`config.mk`:
```
export PLATFORM = sky130hd
export DESIGN_NAME = crossbar_ingress_queue_flat
export DESIGN_NICKNAME = d
export VERILOG_FILES = /design/src/rtl/crossbar_ingress_queue_if.sv /design/src/rtl/crossbar_ingress_queue.sv /design/src/flat_wrapper.sv
export SDC_FILE = /design/constraint.sdc
export NUM_CORES = 1
export LEC_CHECK = 0
export CAP_MARGIN = 20
export CORE_MARGIN = 3
export CORE_UTILIZATION = 45
export DETAILED_ROUTE_END_ITERATION = 8
export GPL_TIMING_DRIVEN = 0
export HOLD_SLACK_MARGIN = 0.02
export PLACE_DENSITY = 0.67
export SYNTH_ARGS = -nofsm -noshare
export SYNTH_HDL_FRONTEND = slang
export SYNTH_SLANG_ARGS = --single-unit
```
`constraint.sdc`:
```
create_clock -name clk -period 2.45 [get_ports clk]
set_input_delay 0.49 -clock clk [delete_from_list [all_inputs] [get_ports clk]]
set_output_delay 0.49 -clock clk [all_outputs]
set_load 0.005 [all_outputs]
```
`src/rtl/crossbar_ingress_queue_if.sv`:
```
// Handshake bundle between a packet source, the ingress queue and one crossbar input.
// The slave modport is the queue's view; the master modport drives source data and grant.
interface crossbar_ingress_queue_if #(
    parameter int DW    = 32,
    parameter int DESTW = 2,
    parameter int CW    = 3
);
    logic             in_valid;
    logic             in_ready;
    logic [DESTW-1:0] in_dest;
    logic [DW-1:0]    in_data;
    logic             req;
    logic [DESTW-1:0] dest;
    logic [DW-1:0]    data_out;
    logic             grant;
    logic [CW-1:0]    count;
    logic             starve;

    modport slave (
        input  in_valid, in_dest, in_data, grant,
        output in_ready, req, dest, data_out, count, starve
    );

    modport master (
        output in_valid, in_dest, in_data, grant,
        input  in_ready, req, dest, data_out, count, starve
    );
endinterface

```
`src/rtl/crossbar_ingress_queue.sv`:
```
// Per-input FIFO in front of one crossbar port: show-ahead head packet, pop on grant,
// and a saturating head-of-line starvation counter.
module crossbar_ingress_queue #(
    parameter int DEPTH        = 4,
    parameter int DW           = 32,
    parameter int DESTW        = 2,
    parameter int STARVE_LIMIT = 15
) (
    input  logic                    clk,
    input  logic                    rst,
    crossbar_ingress_queue_if.slave bus
);
    localparam int AW = $clog2(DEPTH);
    localparam int CW = $clog2(DEPTH + 1);
    localparam int SW = 8;

    // Small show-ahead array: the head must be visible combinationally in the cycle
    // after it is written, so the read is asynchronous and maps to LUT RAM.
    logic [DESTW+DW-1:0] mem [DEPTH];

    logic [AW-1:0] wr_ptr_reg;
    logic [AW-1:0] rd_ptr_reg;
    logic [CW-1:0] count_reg;
    logic [SW-1:0] starve_cnt_reg;

    logic                req_int;
    logic                ready_int;
    logic                push;
    logic                pop;
    logic [DESTW+DW-1:0] head;

    assign ready_int = (count_reg != CW'(DEPTH));
    assign req_int   = (count_reg != '0);
    assign push      = bus.in_valid && ready_int;
    assign pop       = req_int && bus.grant;
    assign head      = mem[rd_ptr_reg];

    always_ff @(posedge clk) begin
        if (push) begin
            mem[wr_ptr_reg] <= {bus.in_dest, bus.in_data};
        end
    end

    always_ff @(posedge clk or negedge rst) begin
        if (!rst) begin
            wr_ptr_reg     <= '0;
            rd_ptr_reg     <= '0;
            count_reg      <= '0;
            starve_cnt_reg <= '0;
        end else begin
            if (push) begin
                wr_ptr_reg <= wr_ptr_reg + 1'b1;
            end
            if (pop) begin
                rd_ptr_reg <= rd_ptr_reg + 1'b1;
            end
            case ({push, pop})
                2'b10:   count_reg <= count_reg + 1'b1;
                2'b01:   count_reg <= count_reg - 1'b1;
                default: count_reg <= count_reg;
            endcase
            // Waiting time belongs to the current head only, so any pop restarts it.
            if (pop || !req_int) begin
                starve_cnt_reg <= '0;
            end else if (starve_cnt_reg != SW'(STARVE_LIMIT)) begin
                starve_cnt_reg <= starve_cnt_reg + 1'b1;
            end
        end
    end

    assign bus.in_ready = ready_int;
    assign bus.req      = req_int;
    assign bus.dest     = req_int ? head[DESTW+DW-1:DW] : '0;
    assign bus.data_out = req_int ? head[DW-1:0] : '0;
    assign bus.count    = count_reg;
    assign bus.starve   = (starve_cnt_reg == SW'(STARVE_LIMIT));
endmodule
```
`src/flat_wrapper.sv`:
```
// flat-port wrapper written by rule: the top's interface ports become plain ports
module crossbar_ingress_queue_flat 
#(
    parameter int DEPTH        = 4,
    parameter int DW           = 32,
    parameter int DESTW        = 2,
    parameter int STARVE_LIMIT = 15
)
  (clk, rst, bus_in_valid, bus_in_dest, bus_in_data, bus_grant, bus_in_ready, bus_req, bus_dest, bus_data_out, bus_count, bus_starve);
  crossbar_ingress_queue_if #(.DW(DW), .DESTW(DESTW)) bus_i ();
  input  logic clk;
  input  logic rst;
  input wire logic [$bits(bus_i.in_valid)-1:0] bus_in_valid;
  input wire logic [$bits(bus_i.in_dest)-1:0] bus_in_dest;
  input wire logic [$bits(bus_i.in_data)-1:0] bus_in_data;
  input wire logic [$bits(bus_i.grant)-1:0] bus_grant;
  output wire logic [$bits(bus_i.in_ready)-1:0] bus_in_ready;
  output wire logic [$bits(bus_i.req)-1:0] bus_req;
  output wire logic [$bits(bus_i.dest)-1:0] bus_dest;
  output wire logic [$bits(bus_i.data_out)-1:0] bus_data_out;
  output wire logic [$bits(bus_i.count)-1:0] bus_count;
  output wire logic [$bits(bus_i.starve)-1:0] bus_starve;
  assign bus_i.in_valid = bus_in_valid;
  assign bus_i.in_dest = bus_in_dest;
  assign bus_i.in_data = bus_in_data;
  assign bus_i.grant = bus_grant;
  assign bus_in_ready = bus_i.in_ready;
  assign bus_req = bus_i.req;
  assign bus_dest = bus_i.dest;
  assign bus_data_out = bus_i.data_out;
  assign bus_count = bus_i.count;
  assign bus_starve = bus_i.starve;
  crossbar_ingress_queue #(.DEPTH(DEPTH), .DW(DW), .DESTW(DESTW), .STARVE_LIMIT(STARVE_LIMIT)) u_core (.clk(clk), .rst(rst), .bus(bus_i));
endmodule
```
==> run summary, run 1 <==
Post-Syn Instances: 296
Max-cap violations: 0
Die area: 14810 um2
Area Growth Syn to Fin: 30.20%
Final hold vios: 0
Iter 0 DRT Violations: 226
PwrDens: 1259 nW/um2
Post-synth cell types: 34
Top Layer Used: met4
Root Driver: clkbuf_16
P_leak: 0.002830 uW
Number of global-route vias before repair: 3314
Clock power share: 26.8%
Share of total power in sequential cells: 35.9%
Psw: 2591 uW
Min Tclk post-route: 2424 ps
Max reg flops: 136
Period utilisation layout: 98.92%
Insertion delay to the later sink of the worst-skew pair: 420 ps
Met3 Wirelength: 591 um
Maximum fanout along the worst path: 5
H-tree levels: 4
Mapped Avg Cell Area: 20.35 um2
Worst Tran Pin Value: 973.2 ps
Worst r2r dst: u_core.bus.count[2]
Cell Area, Synth: 6025 um2
Clock Sink Count: 151
Min-delay worst type: in2async
CTS tree: done
CTS buffer count: 17
CORE AREA: 12880 um2
Initial antenna violation count: 0
Vias per cell: 5.172
GRT overflow: 0
Met2 wire length: 5779 um
Startpoint types: flop
Area after DPL: 7061 um2
Yosys reg bits: 151
Placer Congestion: 0.7691
Comb pwr share: 37.3%
Die W: 121.7 um
Internal Power: 7287 uW
Slew Limit Fails: 0
Register area share after synthesis: 74.02%
Final nets: 452
CP Data Arrival Time: 1930 ps
Maximum clock rate: 0.4126 GHz
RSZ-0062 raised after global routing: true
DRT antenna net count: 0
Worst Setup End Kind: output pin
Worst clock skew: 6.645 ps
R2r worst-path depth: 10
Via count: 3062
Worst-path clk slew: 60 ps
Drt wl/cell: 18.98 um
Critical path class: reg2out
Port Buf Inserts: 77
Post-synth net total: 341
TritonRoute pass-1 iters: 4
# rows: 41
Layout Cells excl Fill: 592
Worst vdd ir: 0.0005407 V
Layout cells sized above 1: 37.38%
Height of the chip: 121.7 um
Post-DP HPWL: 6900 um
Max Root-Sink Buffers: 2
Worst endpoint required time: 1960 ps
Dpl cells: 547
Final Cell Area: 7844 um2
Reg-to-reg startpoint: u_core.bus.count[1]
Initial Utilization: 46.79%
Slew Limit Headroom: 35.12%
WL met1: 4652 um
Status: finished clean
Yosys warnings: 0
Largest net degree at the start of global routing: 35
Fill count: 946
Total power: 9877 uW
Number of inserted diodes: 0
DRC Markers: 0
Final WL: 11240 um
Sw Share: 26.23%
Tot GR Track Use: 16.65%
R2R Setup Slk: 150 ps
First-pass GRT wire length: 17910 um
Final setup fails: 0
# IOs: 78
[stage by stage]
stage	utilization, %	TNS (ps)	hold WS [ps]	setup slack [ps]
6_report	60.92	0	495.8	26.44
5_1_grt	60.92	-354.6	540.5	-51.13
4_1_cts	61.59	-489.2	509.9	-69.92
3_5_place_dp	54.83	-1250	510.4	-67.10
3_3_place_gp	54.45	-36260	494.2	-516.1
2_1_floorplan	-	0	194.4	376.9
[cell type report]
type                       count  area [um2]  area share (%)
sequential                   151        4461           56.87
multi-input combinational    125        1480           18.87
timing repair buffer          93       884.6           11.28
clock buffer                  17       425.4           5.424
tap                          172       215.2           2.744
clock inverter                15       183.9           2.345
buffer                        12       167.7           2.138
inverter                       7       26.28          0.3350
[routing by layer]
layer / global-route usage (%) / vias up
li1: - / 1395
met1: 21.21 / 1566
met2: 27.15 / 82
met3: 4.782 / 19
met4: 6.793 / 0
met5: 0 / -
[power by group through the flow]
stage | combinational [uW] | clock, uW | sequential (uW)
floorplan | 1830 | 0 | 3550
global placement | 3260 | 0 | 3580
detailed placement | 3360 | 0 | 3600
CTS | 3810 | 2690 | 3550
global route | 4020 | 2820 | 3590
finish | 3690 | 2640 | 3550
[placed cells by master, fill, tap and decap left out, types with 4 or more instances in the layout]
cell | Yosys | final
a21oi_1 | 6 | 6
xnor2_1 | 4 | 4
clkinv_2 | 0 | 4
nor3_1 | 4 | 4
xor2_1 | 4 | 4
buf_4 | 0 | 9
inv_1 | 7 | 7
nand3_1 | 4 | 4
edfxtp_1 | 136 | 136
buf_6 | 1 | 10
o21ai_0 | 4 | 4
clkbuf_2 | 1 | 15
buf_2 | 4 | 10
and3_2 | 2 | 4
ha_1 | 6 | 6
clkdlybuf4s50_1 | 0 | 41
mux4_2 | 28 | 33
bufinv_16 | 0 | 4
clkbuf_16 | 0 | 18
and2_1 | 35 | 11
dfrtp_1 | 15 | 14
and2_4 | 1 | 25
buf_12 | 3 | 9
[critical path, stage by stage, from the launching register on]
cell and delay, ps:
dfrtp_1 370, buf_12 140, buf_12 110, buf_8 120, mux4_2 490, and2_1 160
buf_2 120
[cell usage after synthesis, drive strengths merged]
library cell / n / area (um2)
a21boi: 1 / 7.510
a21oi: 6 / 30.03
a31oi: 1 / 6.260
and2: 36 / 227.7
and3: 5 / 33.78
buf: 8 / 91.34
clkbuf: 5 / 20.01
dfrtp: 15 / 375.4
edfxtp: 136 / 4084
fa: 1 / 20.02
ha: 6 / 75.07
inv: 7 / 26.28
mux2: 1 / 15.01
mux2i: 1 / 10.01
mux4: 34 / 788.3
nand2: 1 / 3.750
nand2b: 1 / 6.260
nand3: 4 / 20.02
nand4: 1 / 6.260
nor2: 3 / 11.26
nor3: 4 / 20.02
nor4: 1 / 12.51
o21ai: 4 / 20.02
or3: 4 / 25.02
or3b: 1 / 11.26
or4: 1 / 7.510
xnor2: 4 / 35.03
xor2: 4 / 35.03
[what timing repair did]
action                                 4_1_cts  5_1_grt
gates resized for setup                    160       30
hold buffers                                 0        0
endpoints found under the hold margin        0        0
pin swaps                                   31        3
buffers inserted                            13        2
gates cloned                                 2        0
setup endpoints to repair                   36       33
[logic make-up after synthesis]
kind of cell             share of synthesized area [%]
XOR/XNOR                                         1.163
adder cells (fa/ha/maj)                          1.578
flip-flops                                       74.02
AND/OR/NAND/NOR                                  6.397
multiplexers                                     13.50
AO/OA/AOI/OAI                                    1.059
buffers and inverters                            2.284
[worst max path at each step]
stage / start / to / slack, ps / depth (start not counted)
6_report: u_core.rd_ptr_reg[0] / bus_data_out[20] / 30 / 6
3_5_place_dp: u_core.bus.count[0] / bus_data_out[19] / -70 / 5
5_1_grt: u_core.rd_ptr_reg[0] / bus_data_out[20] / -50 / 6
2_1_floorplan: u_core.bus.count[0] / u_core.bus.count[2] / 380 / 9
4_1_cts: u_core.rd_ptr_reg[0] / bus_data_out[3] / -70 / 5
3_3_place_gp: bus_in_valid / u_core.mem[2][1] / -520 / 2
No activity file was read; power rests on OpenSTA's default activity.
==> inputs of run 2 (changes only) <==
- CORE_MARGIN: 3 -> default
==> run 2 against run 1 <==
  * Die area decreased by 6.5%
  * Register-to-register slack got worse by 20 ps
  * First-iteration DRC count increased by 16%
  * Flip-flop and latch count unchanged
  * Clock skew increased by 5.8 ps
  * Clock power decreased by 2%
  * Setup slack got worse by 17 ps
  * Cell count increased by 1.4%
  * Non-clock buffer count increased by 9
  * Design area increased by 2.0%
  * Largest cell class unchanged
  * Largest power group unchanged
==> run summary, run 2 (synthesis results as in run 1) <==
Worst Tran Pin Value: 947.1 ps (was 973.2 ps)
Layout Cells excl Fill: 600 (was 592)
Worst clock skew: 12.49 ps (was 6.645 ps)
Final nets: 461 (was 452)
Final hold vios: 0 (unchanged)
DRC Markers: 0 (unchanged)
CP Data Arrival Time: 1950 ps (was 1930 ps)
Die W: 117.7 um (was 121.7 um)
Dpl cells: 547 (unchanged)
Initial Utilization: 46.98% (was 46.79%)
Maximum clock rate: 0.4097 GHz (was 0.4126 GHz)
Insertion delay to the later sink of the worst-skew pair: 420 ps (about the same)
Final WL: 11260 um (was 11240 um)
Min-delay worst type: in2async (unchanged)
Slew Limit Headroom: 36.86% (was 35.12%)
Placer Congestion: 0.6844 (was 0.7691)
PwrDens: 1270 nW/um2 (was 1259 nW/um2)
TritonRoute pass-1 iters: 4 (unchanged)
Worst endpoint required time: 1960 ps (about the same)
Root Driver: clkbuf_16 (unchanged)
Crit path cell chain: buf_12 -> buf_8 -> buf_12 -> mux4_2 -> and2_4 -> buf_6 (was buf_12 -> buf_12 -> buf_8 -> mux4_2 -> and2_1 -> buf_2)
CTS buffer count: 17 (unchanged)
Number of global-route vias before repair: 3289 (was 3314)
Most frequent cells in the layout: edfxtp_1, clkdlybuf4s50_1, mux4_2, and2_4, buf_6 (was edfxtp_1, clkdlybuf4s50_1, mux4_2, and2_4, clkbuf_16)
Drt wl/cell: 18.76 um (was 18.98 um)
H-tree levels: 4 (unchanged)
Status: finished clean (unchanged)
Clock Sink Count: 151 (unchanged)
Worst vdd ir: 0.0007316 V (was 0.0005407 V)
Slew Limit Fails: 0 (unchanged)
Iter 0 DRT Violations: 262 (was 226)
Via count: 3140 (was 3062)
Pre-CTS setup slack: -45.64 ps (was -67.10 ps)
P_leak: 0.002917 uW (was 0.002830 uW)
# IOs: 78 (unchanged)
Most Frequent Cell on Critical Path: buf_12 (unchanged)
Height of the chip: 117.7 um (was 121.7 um)
Min Tclk post-route: 2441 ps (was 2424 ps)
Largest stage delay, worst path: 500 ps (was 490 ps)
# rows: 41 (unchanged)
Area Growth Syn to Fin: 32.77% (was 30.20%)
Worst-path clk slew: 60 ps (about the same)
Layout cells sized above 1: 37.85% (was 37.38%)
CTS tree: done (unchanged)
Worst Setup End Kind: output pin (unchanged)
Worst Setup Slack, final: 9.162 ps (was 26.44 ps)
Initial antenna violation count: 0 (unchanged)
Max Root-Sink Buffers: 2 (unchanged)
Critical path class: reg2out (unchanged)
Final setup fails: 0 (unchanged)
GRT overflow: 0 (unchanged)
Largest net degree at the start of global routing: 35 (unchanged)
DRT antenna net count: 0 (unchanged)
First-pass GRT wire length: 17820 um (was 17910 um)
Period utilisation layout: 99.63% (was 98.92%)
Number of inserted diodes: 0 (unchanged)
Post-DP HPWL: 6514 um (was 6900 um)
Slowest CP cell: mux4_2 (unchanged)
Tot GR Track Use: 17.77% (was 16.65%)
Vias per cell: 5.233 (was 5.172)
Fill count: 942 (was 946)
RSZ-0062 raised after global routing: true (unchanged)
Die area: 13850 um2 (was 14810 um2)
Port Buf Inserts: 77 (unchanged)
Maximum fanout along the worst path: 6 (was 5)
Commonest non-fill, non-tap cell in the layout: edfxtp_1 (unchanged)
Max reg flops: 136 (unchanged)
Startpoint types: flop (unchanged)
CORE AREA: 12820 um2 (was 12880 um2)
Max-cap violations: 0 (unchanged)
run 2: cell count changes in the layout (fill, tap and decap cells not counted), moves of 2 or more:
cell	before	now
clkbuf_2	15	0
clkbuf_8	2	5
buf_6	10	24
clkinv_1	3	5
buf_2	10	16
mux4_2	33	31
mux4_1	1	3
buf_4	9	12
run 2: critical path, delay by kind of cell (launching register included):
family	cells	cell delay, ps
muxes	1	500
buffers and inverters	4	480
and+or+nand+nor	1	150
DFF	1	390
run 2: report_power, final:
group	switching (uW)	leakage, uW	internal (uW)
logic	1540	0.00119	2470
registers	142	0.00144	3400
clock network	930	0.000287	1670
total	2610	0.00292	7540
run 2: cell type report:
class | instances | area [um2] | area share, %
buffer | 11 | 137.6 | 1.721
clock buffer | 18 | 429.2 | 5.365
clock inverter | 13 | 161.4 | 2.018
inverter | 7 | 26.28 | 0.3285
multi-input combinational | 125 | 1490 | 18.63
sequential | 151 | 4461 | 55.76
tap | 172 | 215.2 | 2.690
timing repair buffer | 103 | 1079 | 13.48
run 2: final timing paths:
kind	from	to	slack, ps	cells after the start
hold reg to reg	u_core.bus.count[2]	u_core.bus.count[2]	520	1
setup reg to reg	u_core.bus.count[1]	u_core.bus.count[2]	130	10
max in group asynchronous	rst	u_core.starve_cnt_reg[4]	1480	1
min in group clk	u_core.bus.count[2]	u_core.bus.count[2]	520	1
setup / recovery	u_core.rd_ptr_reg[0]	bus_data_out[7]	9	6
hold / removal	rst	u_core.starve_cnt_reg[5]	490	1
run 2: routing by layer:
layer	wire length [um]	up-vias	GRT usage [%]
met2	5658	90	28.24
met4	111	0	6.731
met3	554	10	5.523
li1	-	1418	-
met5	0	-	0
met1	4930	1622	22.96
run 2: repair_timing:
action                     in CTS  in global routing
setup buffers                  22                  1
gates resized for setup       193                 28
gates cloned                    6                  0
setup endpoints to repair      36                 30
hold buffers                    0                  0
pin swaps                      30                  4
run 2: stage by stage:
| step | cell area (um2) | hold WS, ps | TNS (ps) | power [uW] | util, % |
|---|---|---|---|---|---|
| 2_1_floorplan | 6025 | 194.4 | 0 | 5377 | - |
| 3_3_place_gp | 7010 | 492.1 | -36620 | 6848 | 54.66 |
| 3_5_place_dp | 7061 | 495.2 | -332.9 | 6937 | 55.05 |
| 4_1_cts | 8005 | 511.7 | -739.1 | 10150 | 62.42 |
| 5_1_grt | 7999 | 544.5 | -969.2 | 10660 | 62.37 |
| 6_report | 7999 | 490.3 | 0 | 10160 | 62.37 |
==> inputs of run 3 (changes only) <==
- CORE_ASPECT_RATIO: default -> 0.9
==> run 3 against run 2 <==
  * Flip-flop and latch count unchanged
  * Clock power decreased by 5%
  * Critical path type unchanged
  * First-iteration DRC count decreased by 31%
  * Setup slack improved by 21 ps
  * Wire length decreased by 1.4%
  * Core utilization decreased by 1.4 points
  * Register-to-register slack got worse by 40 ps
  * Global-route usage decreased by 0.088 points
  * Critical endpoint is now bus_data_out[25]
  * Critical path depth unchanged
==> run summary, run 3 (synthesis results as in run 1) <==
Status: finished clean (unchanged)
Commonest non-fill, non-tap cell in the layout: edfxtp_1 (unchanged)
Crit path cell chain: buf_12 -> buf_4 -> buf_16 -> mux4_2 -> and2_4 -> buf_6 (was buf_12 -> buf_8 -> buf_12 -> mux4_2 -> and2_4 -> buf_6)
Min Tclk post-route: 2420 ps (was 2441 ps)
Startpoint types: flop (unchanged)
# IOs: 78 (unchanged)
Drt wl/cell: 18.87 um (was 18.76 um)
Final hold vios: 0 (unchanged)
Post-DP HPWL: 6543 um (was 6514 um)
Largest net degree at the start of global routing: 35 (unchanged)
Final Cell Area: 7853 um2 (was 7999 um2)
H-tree levels: 4 (unchanged)
Worst clock skew: 5.843 ps (was 12.49 ps)
CTS tree: done (unchanged)
Slowest CP cell: mux4_2 (unchanged)
Layout cells sized above 1: 38.44% (was 37.85%)
Final setup fails: 0 (unchanged)
Fill count: 973 (was 942)
Root Driver: clkbuf_16 (unchanged)
Area Growth Syn to Fin: 30.34% (was 32.77%)
RSZ-0062 raised after global routing: true (unchanged)
Area after DPL: 7043 um2 (was 7061 um2)
Tot GR Track Use: 17.68% (was 17.77%)
Clock Sink Count: 151 (unchanged)
Port Buf Inserts: 77 (unchanged)
Worst vdd ir: 0.0006084 V (was 0.0007316 V)
Slew Limit Headroom: 36.92% (was 36.86%)
Insertion delay to the later sink of the worst-skew pair: 410 ps (was 420 ps)
TritonRoute pass-1 iters: 4 (unchanged)
Die W: 124.0 um (was 117.7 um)
Worst-path clk slew: 60 ps (about the same)
Placer Congestion: 0.7120 (was 0.6844)
Final WL: 11100 um (was 11260 um)
Hold Slack: 514.3 ps (was 490.3 ps)
Vias per cell: 5.219 (was 5.233)
Critical path class: reg2out (unchanged)
Number of global-route vias before repair: 3157 (was 3289)
PwrDens: 1259 nW/um2 (was 1270 nW/um2)
Max-cap violations: 0 (unchanged)
Most frequent cells in the layout: edfxtp_1, clkdlybuf4s50_1, mux4_2, and2_4, buf_6 (unchanged)
CTS buffer count: 17 (unchanged)
Worst endpoint required time: 1960 ps (about the same)
DRT antenna net count: 0 (unchanged)
# rows: 39 (was 41)
Number of inserted diodes: 0 (unchanged)
Dpl cells: 539 (was 547)
GRT overflow: 0 (unchanged)
Initial Utilization: 46.77% (was 46.98%)
Maximum fanout along the worst path: 5 (was 6)
Final nets: 456 (was 461)
Max Root-Sink Buffers: 2 (unchanged)
CORE AREA: 12880 um2 (was 12820 um2)
DRC Markers: 0 (unchanged)
Min-delay worst type: in2async (unchanged)
Worst Tran Pin Value: 946.1 ps (was 947.1 ps)
First-pass GRT wire length: 17310 um (was 17820 um)
Largest stage delay, worst path: 490 ps (was 500 ps)
Maximum clock rate: 0.4132 GHz (was 0.4097 GHz)
Slew Limit Fails: 0 (unchanged)
Max reg flops: 136 (unchanged)
Die area: 13860 um2 (was 13850 um2)
Worst Setup End Kind: output pin (unchanged)
Layout Cells excl Fill: 588 (was 600)
Initial antenna violation count: 0 (unchanged)
Via count: 3069 (was 3140)
Height of the chip: 111.8 um (was 117.7 um)
Iter 0 DRT Violations: 181 (was 262)
Period utilisation layout: 98.77% (was 99.63%)
CP Data Arrival Time: 1930 ps (was 1950 ps)
P_leak: 0.002829 uW (was 0.002917 uW)
[run 3: cell count changes in the layout (fill, tap and decap cells not counted), moves of 3 or more]
| cell | previous run | this run |
|---|---|---|
| clkbuf_1 | 2 | 6 |
| clkinv_1 | 5 | 1 |
| mux4_1 | 3 | 0 |
| mux4_2 | 31 | 34 |
[run 3: worst paths after layout]
path	from	end	slack [ps]	cells past startpoint
worst max-delay path	u_core.rd_ptr_reg[0]	bus_data_out[25]	30	6
worst min-delay path	rst	u_core.starve_cnt_reg[0]	510	1
worst max register to register	u_core.bus.count[0]	u_core.bus.count[2]	90	10
worst min register to register	u_core.wr_ptr_reg[1]	u_core.wr_ptr_reg[1]	590	1
max in group asynchronous	rst	u_core.bus.count[0]	1420	1
min in group clk	u_core.wr_ptr_reg[1]	u_core.wr_ptr_reg[1]	590	1
[run 3: cell type report]
cell class | instances | area, um2 | area share, %
buffer | 12 | 165.2 | 2.103
sequential | 151 | 4462 | 56.82
timing repair buffer | 97 | 953.4 | 12.14
multi-input combinational | 125 | 1481 | 18.87
clock buffer | 23 | 457.9 | 5.832
tap | 164 | 205.2 | 2.613
inverter | 7 | 26.28 | 0.3346
clock inverter | 9 | 101.3 | 1.291
[run 3: timing repair]
action                     in CTS  in global routing
setup endpoints to repair      36                 24
pin swaps                      33                  3
gates cloned                    3                  0
buffers inserted               17                  2
hold buffers                    0                  0
gates resized for setup       194                 19
[run 3: where the power goes]
part	leakage, uW	switching (uW)	total (uW)	internal [uW]
sequential	0.00143	142	3540	3400
clock	0.000265	944	2460	1520
combinational	0.00113	1530	3890	2360
total	0.00283	2610	9890	7270
[run 3: critical path, delay by kind of cell (launching register included)]
| family | cells | cell delay [ps] |
|---|---|---|
| flops | 1 | 380 |
| mux | 1 | 490 |
| buf+inv | 4 | 470 |
| simple gates | 1 | 170 |
[run 3: per-stage QoR]
stage	util, %	worst slack (ps)	TNS [ps]	power (uW)
after detailed placement	54.67	-65.98	-1329	6941
final	60.96	30.08	0	9889
after global routing	60.96	-38.04	-383.2	10400
after floorplan	-	376.9	0	5377
after global placement	54.34	-545.4	-37200	6841
after CTS	60.79	-72.05	-292.5	9879
[run 3: metal layers]
metal  routed length [um]  up-vias  track usage, %
met5                    0        -               0
li1                     -     1406               -
met1                 5038     1582           25.00
met4                  129        0           5.476
met3                  547       14           5.738
met2                 5379       67           26.19
